==> src/rtl/sram_async_ctrl.sv <==
// Single-port controller for an external asynchronous SRAM (ce_n/we_n/oe_n).
// Host side is a req/ready port; every SRAM pin and host output is registered.
module sram_async_ctrl #(
    parameter int DATA_WIDTH = 16,
    parameter int ADDR_WIDTH = 18,
    parameter int WR_WAIT    = 2,
    parameter int RD_WAIT    = 2,
    parameter int TURNAROUND = 1
) (
    input  logic                    clk,
    input  logic                    rst_n,
    input  logic                    req,
    input  logic                    wr,
    input  logic [ADDR_WIDTH-1:0]   addr,
    input  logic [DATA_WIDTH-1:0]   wdata,
    input  logic [DATA_WIDTH/8-1:0] be,
    output logic                    ready,
    output logic                    rvalid,
    output logic [DATA_WIDTH-1:0]   rdata,
    output logic [ADDR_WIDTH-1:0]   sram_a,
    output logic [DATA_WIDTH-1:0]   sram_dq_o,
    input  logic [DATA_WIDTH-1:0]   sram_dq_i,
    output logic                    sram_dq_oe,
    output logic                    sram_ce_n,
    output logic                    sram_we_n,
    output logic                    sram_oe_n,
    output logic [DATA_WIDTH/8-1:0] sram_bw_n
);

    typedef enum logic [2:0] {
        IDLE,
        WR_SETUP,
        WR_PULSE,
        WR_HOLD,
        RD_ACCESS,
        TURN
    } state_t;

    localparam logic [3:0] WR_CNT = 4'(WR_WAIT - 1);
    localparam logic [3:0] RD_CNT = 4'(RD_WAIT - 1);
    localparam logic [3:0] TA_CNT = 4'((TURNAROUND > 0) ? TURNAROUND - 1 : 0);

    state_t     state;
    logic [3:0] cnt;

    always_ff @(posedge clk) begin
        if (!rst_n) begin
            state      <= IDLE;
            cnt        <= '0;
            ready      <= 1'b0;
            rvalid     <= 1'b0;
            rdata      <= '0;
            sram_a     <= '0;
            sram_dq_o  <= '0;
            sram_dq_oe <= 1'b0;
            sram_ce_n  <= 1'b1;
            sram_we_n  <= 1'b1;
            sram_oe_n  <= 1'b1;
            sram_bw_n  <= '1;
        end else begin
            rvalid <= 1'b0;
            case (state)
                IDLE: begin
                    if (req && ready) begin
                        ready     <= 1'b0;
                        sram_a    <= addr;
                        sram_ce_n <= 1'b0;
                        if (wr) begin
                            state      <= WR_SETUP;
                            sram_dq_o  <= wdata;
                            sram_dq_oe <= 1'b1;
                            sram_bw_n  <= ~be;
                        end else begin
                            state     <= RD_ACCESS;
                            sram_oe_n <= 1'b0;
                            sram_bw_n <= '0;
                            cnt       <= RD_CNT;
                        end
                    end else begin
                        ready <= 1'b1;
                    end
                end
                WR_SETUP: begin
                    sram_we_n <= 1'b0;
                    cnt       <= WR_CNT;
                    state     <= WR_PULSE;
                end
                WR_PULSE: begin
                    // we_n rises one cycle before ce_n/dq_oe so data and address are held past the strobe
                    if (cnt == 4'd0) begin
                        sram_we_n <= 1'b1;
                        state     <= WR_HOLD;
                    end else begin
                        cnt <= cnt - 4'd1;
                    end
                end
                WR_HOLD: begin
                    sram_ce_n  <= 1'b1;
                    sram_dq_oe <= 1'b0;
                    sram_bw_n  <= '1;
                    ready      <= 1'b1;
                    state      <= IDLE;
                end
                RD_ACCESS: begin
                    if (cnt == 4'd0) begin
                        rdata     <= sram_dq_i;
                        rvalid    <= 1'b1;
                        sram_ce_n <= 1'b1;
                        sram_oe_n <= 1'b1;
                        sram_bw_n <= '1;
                        if (TURNAROUND == 0) begin
                            ready <= 1'b1;
                            state <= IDLE;
                        end else begin
                            cnt   <= TA_CNT;
                            state <= TURN;
                        end
                    end else begin
                        cnt <= cnt - 4'd1;
                    end
                end
                TURN: begin
                    // SRAM output drivers need time to release dq before we may drive it
                    if (cnt == 4'd0) begin
                        ready <= 1'b1;
                        state <= IDLE;
                    end else begin
                        cnt <= cnt - 4'd1;
                    end
                end
                default: begin
                    ready <= 1'b0;
                    state <= IDLE;
                end
            endcase
        end
    end

    a_no_contention: assert property (@(posedge clk) disable iff (!rst_n)
        !(sram_dq_oe && !sram_oe_n));
    a_we_qualified: assert property (@(posedge clk) disable iff (!rst_n)
        !sram_we_n |-> (!sram_ce_n && sram_dq_oe));
    a_we_addr_stable: assert property (@(posedge clk) disable iff (!rst_n)
        ($past(rst_n) && $changed(sram_we_n)) |-> $stable(sram_a));

endmodule
==> config.mk <==
export PLATFORM = sky130hd
export DESIGN_NAME = sram_async_ctrl
export DESIGN_NICKNAME = d
export VERILOG_FILES = /design/src/rtl/sram_async_ctrl.sv
export SDC_FILE = /design/constraint.sdc
export NUM_CORES = 1
export LEC_CHECK = 0
export ABC_AREA = 0
export ABC_CLOCK_PERIOD_IN_PS = 2300
export CORE_UTILIZATION = 42
export DETAILED_ROUTE_END_ITERATION = 10
export PLACE_DENSITY_LB_ADDON = 0.05
export SLEW_MARGIN = 0
export SYNTH_ARGS = -nofsm -noshare
export SYNTH_HDL_FRONTEND = slang
export SYNTH_SLANG_ARGS = --single-unit
==> constraint.sdc <==
create_clock -name clk -period 2.3 [get_ports clk]
set_input_delay 0.23 -clock clk [delete_from_list [all_inputs] [get_ports clk]]
set_output_delay 0.23 -clock clk [all_outputs]
set_load 0.005 [all_outputs]
== After elaboration in Yosys (flattened, before gate mapping) ==
Cells that the tools add are included.
Word-level totals
  register bits after elaboration: 65
  input bits: 56
  output and inout bits: 58
  logic and storage cells: 76
Operators by class
  add/sub/neg operators: 1
  equality and inequality tests: 12
  muxes and demuxes: 28
  bitwise logic cells: 2
  reductions and logical operators: 21
Operators by type and width (number)
  4-bit 2-to-1 mux: 4
  4-bit one-hot mux with 4 select lines: 1
  3-bit 2-to-1 mux: 5
  3-bit one-hot mux with 5 select lines: 1
  2-bit != test, second input constant: 7
  4-bit AND reduction: 3
  2-bit AND reduction: 5
  3-bit AND reduction: 3
  1-bit 2-to-1 mux: 8
  3-bit by 2-bit == test with 1-bit output, second input constant: 2
  3-bit == test, second input constant: 2
  2-bit 2-to-1 mux: 3
  1-bit one-hot mux with 2 select lines: 3
  2-bit one-hot mux with 3 select lines: 1
  2-bit nonzero test: 3
  4-bit logical NOT: 1
  1-bit one-hot mux with 4 select lines: 1
  4-bit nonzero test: 1
  4-bit by 1-bit subtractor with 4-bit output, second input constant: 1
  3-bit by 1-bit == test with 1-bit output, second input constant: 1
  3-bit logical NOT: 1
  1-bit one-hot mux with 3 select lines: 1
  3-bit nonzero test: 1
  3-bit OR reduction: 1
  other kinds (4): 4

== Logic depth before layout (Yosys ltp) ==
  depth in word-level cells: 4
  gate-level depth with buffers: 8
  mapped depth without buffers: 6

== Worst setup path after synthesis ==
OpenSTA, ideal clock, no wires.
  path type: register to register
  from: register cnt[0]
  to: register sram_bw_n[0]
  library setup time: 0.130 ns
  arrival time: 1.457 ns
  data required time: 2.170 ns
  slack: 0.713 ns
  cell stages (with the launch flop): 8
  path buffers: 1
  clock period less this slack: 1.587 ns
  cells stage by stage: dfxtp_1 > inv_1 > ha_1 > nor3b_4 > nand3_2 > buf_2 > nand3b_1 > o211ai_1
On the way
  longest elaborated chain between the ends: 3
Ends and longest elaborated chain
  start: declaration: RTL line 44  | logic [3:0] cnt;
  start signal: assignment: RTL line 94  | cnt <= cnt - 4'd1;
  start signal: assignment: RTL line 119  | cnt <= cnt - 4'd1;
  start signal: assignment: RTL line 128  | cnt <= cnt - 4'd1;
  4-bit logical NOT: RTL line 105  | if (cnt == 4'd0) begin
  2-bit != test (no source line)
  3-bit AND reduction (no source line)
  end signal: assignment: RTL line 72  | sram_bw_n <= ~be;
  end: declaration: RTL line 27  | output logic [DATA_WIDTH/8-1:0] sram_bw_n
Every way passes these cells.
A chain may end at the register's enable or synchronous reset.

== Worst setup path after layout ==
  from: register cnt[0]
  to: register cnt[0]
On the way
  longest elaborated chain between the ends: 3
  elaborated cells between the ends (all ways): 7
  those cells by class: add/sub: 1; eq/ne: 1; mux: 3; reduce/logical: 2
Ends and longest elaborated chain (RTL line)
  4-bit by 1-bit subtractor with 4-bit output or 4-bit logical NOT (tied branches)
  4-bit 2-to-1 mux, or another cell as far along: 90, 124
  4-bit one-hot mux with 4 select lines or 4-bit AND reduction (tied branches)
Parallel ways exist; a longest one is shown, timed or not. The select of a mux whose other input is x is not followed.

==> flow_metrics.tcl <==
set metrics [dict create \
    ys_dominant_reg_cell "dfxtp_1" \
    tritoncts "built" \
    slew_headroom_pct 59.0 \
    syn_to_final_growth_pct 50.7 \
    clock_skew_ns 0.00698 \
    avgSynthCellArea_sq_um 8.35 \
    clkSinkCount 65 \
    hold_viol 0 \
    final-setup-viol-count 0 \
    ys_warn_count 0 \
    syn-num-nets 380 \
    synth_area_leader_cell "dfxtp_1" \
    n_antenna_cell 0 \
    fin_cells 512 \
    pre_cts_ws_ns 0.321 \
    synthesis.area_sq_um 2690 \
    die_area_sq_um 6730 \
    initial_utilization_pct 44.4 \
    tightest_slew_ns 0.614 \
    final_area_sq_um 4060 \
    ctsResizeCount 0 \
    die_y_microns 82.0 \
    async_flop_share_pct 0 \
    fin_setup_tns_ns 0 \
    crit_chain "inv_1 > ha_1 > nor3b_4 > buf_4 > o21ai_1 > a22o_1 > a221oi_2" \
    drtAntennaViolNets 0 \
    rows 28 \
    dieWidth_microns 82.0 \
    worstSetupEndpointType "register" \
    post_cts_buffers 0 \
    wire_per_inst_microns 13.4 \
    synthCells 322 \
    cp.arrival_ns 2.06 \
    layout.nets 491 \
    slew_violations 0 \
    grt_remaining_overflow 0 \
    crit_required_ns 2.55 \
    grt_use_total_pct 21.0 \
    layout-drive-gt1-share_pct 11.9 \
    finalCritPeriodShare_pct 79.0 \
    status "finished clean" \
    grt_pass1_wl_microns 10800 \
    min_path_type "in -> reg" \
    drt_wl_total_microns 6880 \
    synth_edf_count 0 \
    rsz0062_at_grt "no" \
    routed_via_density 5.09 \
    maxCapViolations 0 \
    clkLatencyLatePin_ns 0.33 \
    dp.final_hpwl_microns 4750 \
    drc 0 \
    numPlacedInstances 497 \
    synth_top_area_share_pct 48.4 \
    htree_levels 3 \
    p_leak_nw 1.43 \
    max_stage_delay_ns 0.36 \
    clock.fmax_mhz 550 \
    synth_seq_cells 65 \
    num_vias 2604 \
    hold_buffers 0 \
    fin_util_pct 66.9 \
    cp_slowest_cell "dfxtp_1" \
    path_buf_inv 2 \
    path_clk_slew_ns 0.07 \
    criticalPathCategory "reg -> reg" \
    placed_cell_area_sq_um 3860 \
    hold_ws_ns 0.442 \
    power.density_nw_per_um2 789 \
    crit_path_start_kind "register" \
    grt_pass1_vias 2423 \
    ys_types 50 \
    synth_common_cells "99 x nand2_1, 65 x dfxtp_1, 46 x a21oi_1" \
    synth.most_common_cell "nand2_1" \
    yosys-top-cells-area "dfxtp_1 48%, nand2_1 14%, a21oi_1 8.6%, a21oi_2 3.6%, nand2_2 2.3%" \
    vdd_drop_max_v 0.000412 \
    drt_iter0_drc 111 \
    min_period_ns 1.82 \
    total_power_mw 3.20 \
    crit_family "compound AO/OA/AOI/OAI gates" \
    clockBufferDepth 2 \
    yosysSeqAreaShare_pct 48.4 \
    numCtsBuffers 9 \
    worstPathMaxFanout 6 \
    antenna_found_initial 0 \
    root_buffer "clkbuf_8" \
    gp_congestion 0.816 \
    setup_ws_ns 0.482 \
    io_pins 114 \
    port_buffers 113 \
    grt_max_degree 35 \
    fill_cells 519 \
    core_area_sq_um 6060 \
    dr.pass1.iters 4 \
]
[power by group]
| part | leakage (nW) | switching [mW] | internal [mW] |
|---|---|---|---|
| clock | 0.0981 | 0.425 | 0.522 |
| sequential | 0.528 | 0.105 | 1.24 |
| combinational | 0.802 | 0.424 | 0.487 |
[cells in the final DEF, fill, tap and decap left out, types with 3 or more instances in the layout]
cell	count
a21oi_2	11
xnor2_1	3
a21oi_1	46
nor3_1	3
nand3_1	3
nand2_2	10
nor2_1	8
o211ai_1	3
o21ai_0	4
nand2_1	99
dfxtp_1	65
inv_1	4
buf_4	6
clkbuf_8	10
clkdlybuf4s50_1	113
[area by class of cell]
type                       count  area (sq um)  area share [%]
clock buffer                  10           138            3.39
clock inverter                 5          56.3            1.39
inverter                       6          22.5           0.555
multi-input combinational    231          1250            30.8
sequential                    65          1300            32.1
tap                           75          93.8            2.31
timing repair buffer         120          1200            29.5
[worst reg2reg max path: stages (launching register included)]
cell and delay, ns:
dfxtp_1 0.36, inv_1 0.11, ha_1 0.22, nor3b_4 0.29
buf_4 0.20, o21ai_1 0.07, a22o_1 0.24, a221oi_2 0.25
[per-layer routing]
layer / up-vias / routed length (microns) / track usage (%)
met2: 98 / 3270 / 35.0
met5: - / 0 / 0
met1: 1188 / 2910 / 24.0
met4: 0 / 118 / 8.42
li1: 1306 / - / -
met3: 12 / 581 / 7.89
[sequential cells by signal, indices dropped and copies added, names as in the netlist]
| signal | count |
|---|---|
| rdata | 16 |
| cnt | 4 |
| state | 3 |
| sram_dq_o | 16 |
| sram_a | 18 |
| sram_bw_n | 2 |
| sram_we_n | 1 |
| sram_oe_n | 1 |
| ready | 1 |
| rvalid | 1 |
| sram_dq_oe | 1 |
| sram_ce_n | 1 |
[final timing paths]
path	slack (ns)	cells past startpoint	from	endpoint
max	0.48	7	cnt[0]$_SDFFE_PN0P_	cnt[0]$_SDFFE_PN0P_
min	0.44	3	addr[1]	sram_a[1]$_SDFFE_PN0P_
max reg2reg	0.48	7	cnt[0]$_SDFFE_PN0P_	cnt[0]$_SDFFE_PN0P_
min reg2reg	0.45	2	sram_a[11]$_SDFFE_PN0P_	sram_a[11]$_SDFFE_PN0P_
[cells by family (layout without fill, tap and decap cells)]
logic type,after synthesis,count (layout),share of synthesized area (%)
buffers and inverters,26,141,5.26
AO/OA/AOI/OAI,82,82,19.3
AND/OR/NAND/NOR,144,144,25.1
flip-flops,65,65,48.4
XOR/XNOR,3,3,0.977
adder cells (fa/ha/maj),2,2,0.930
Power figures use the tool's default switching activity.
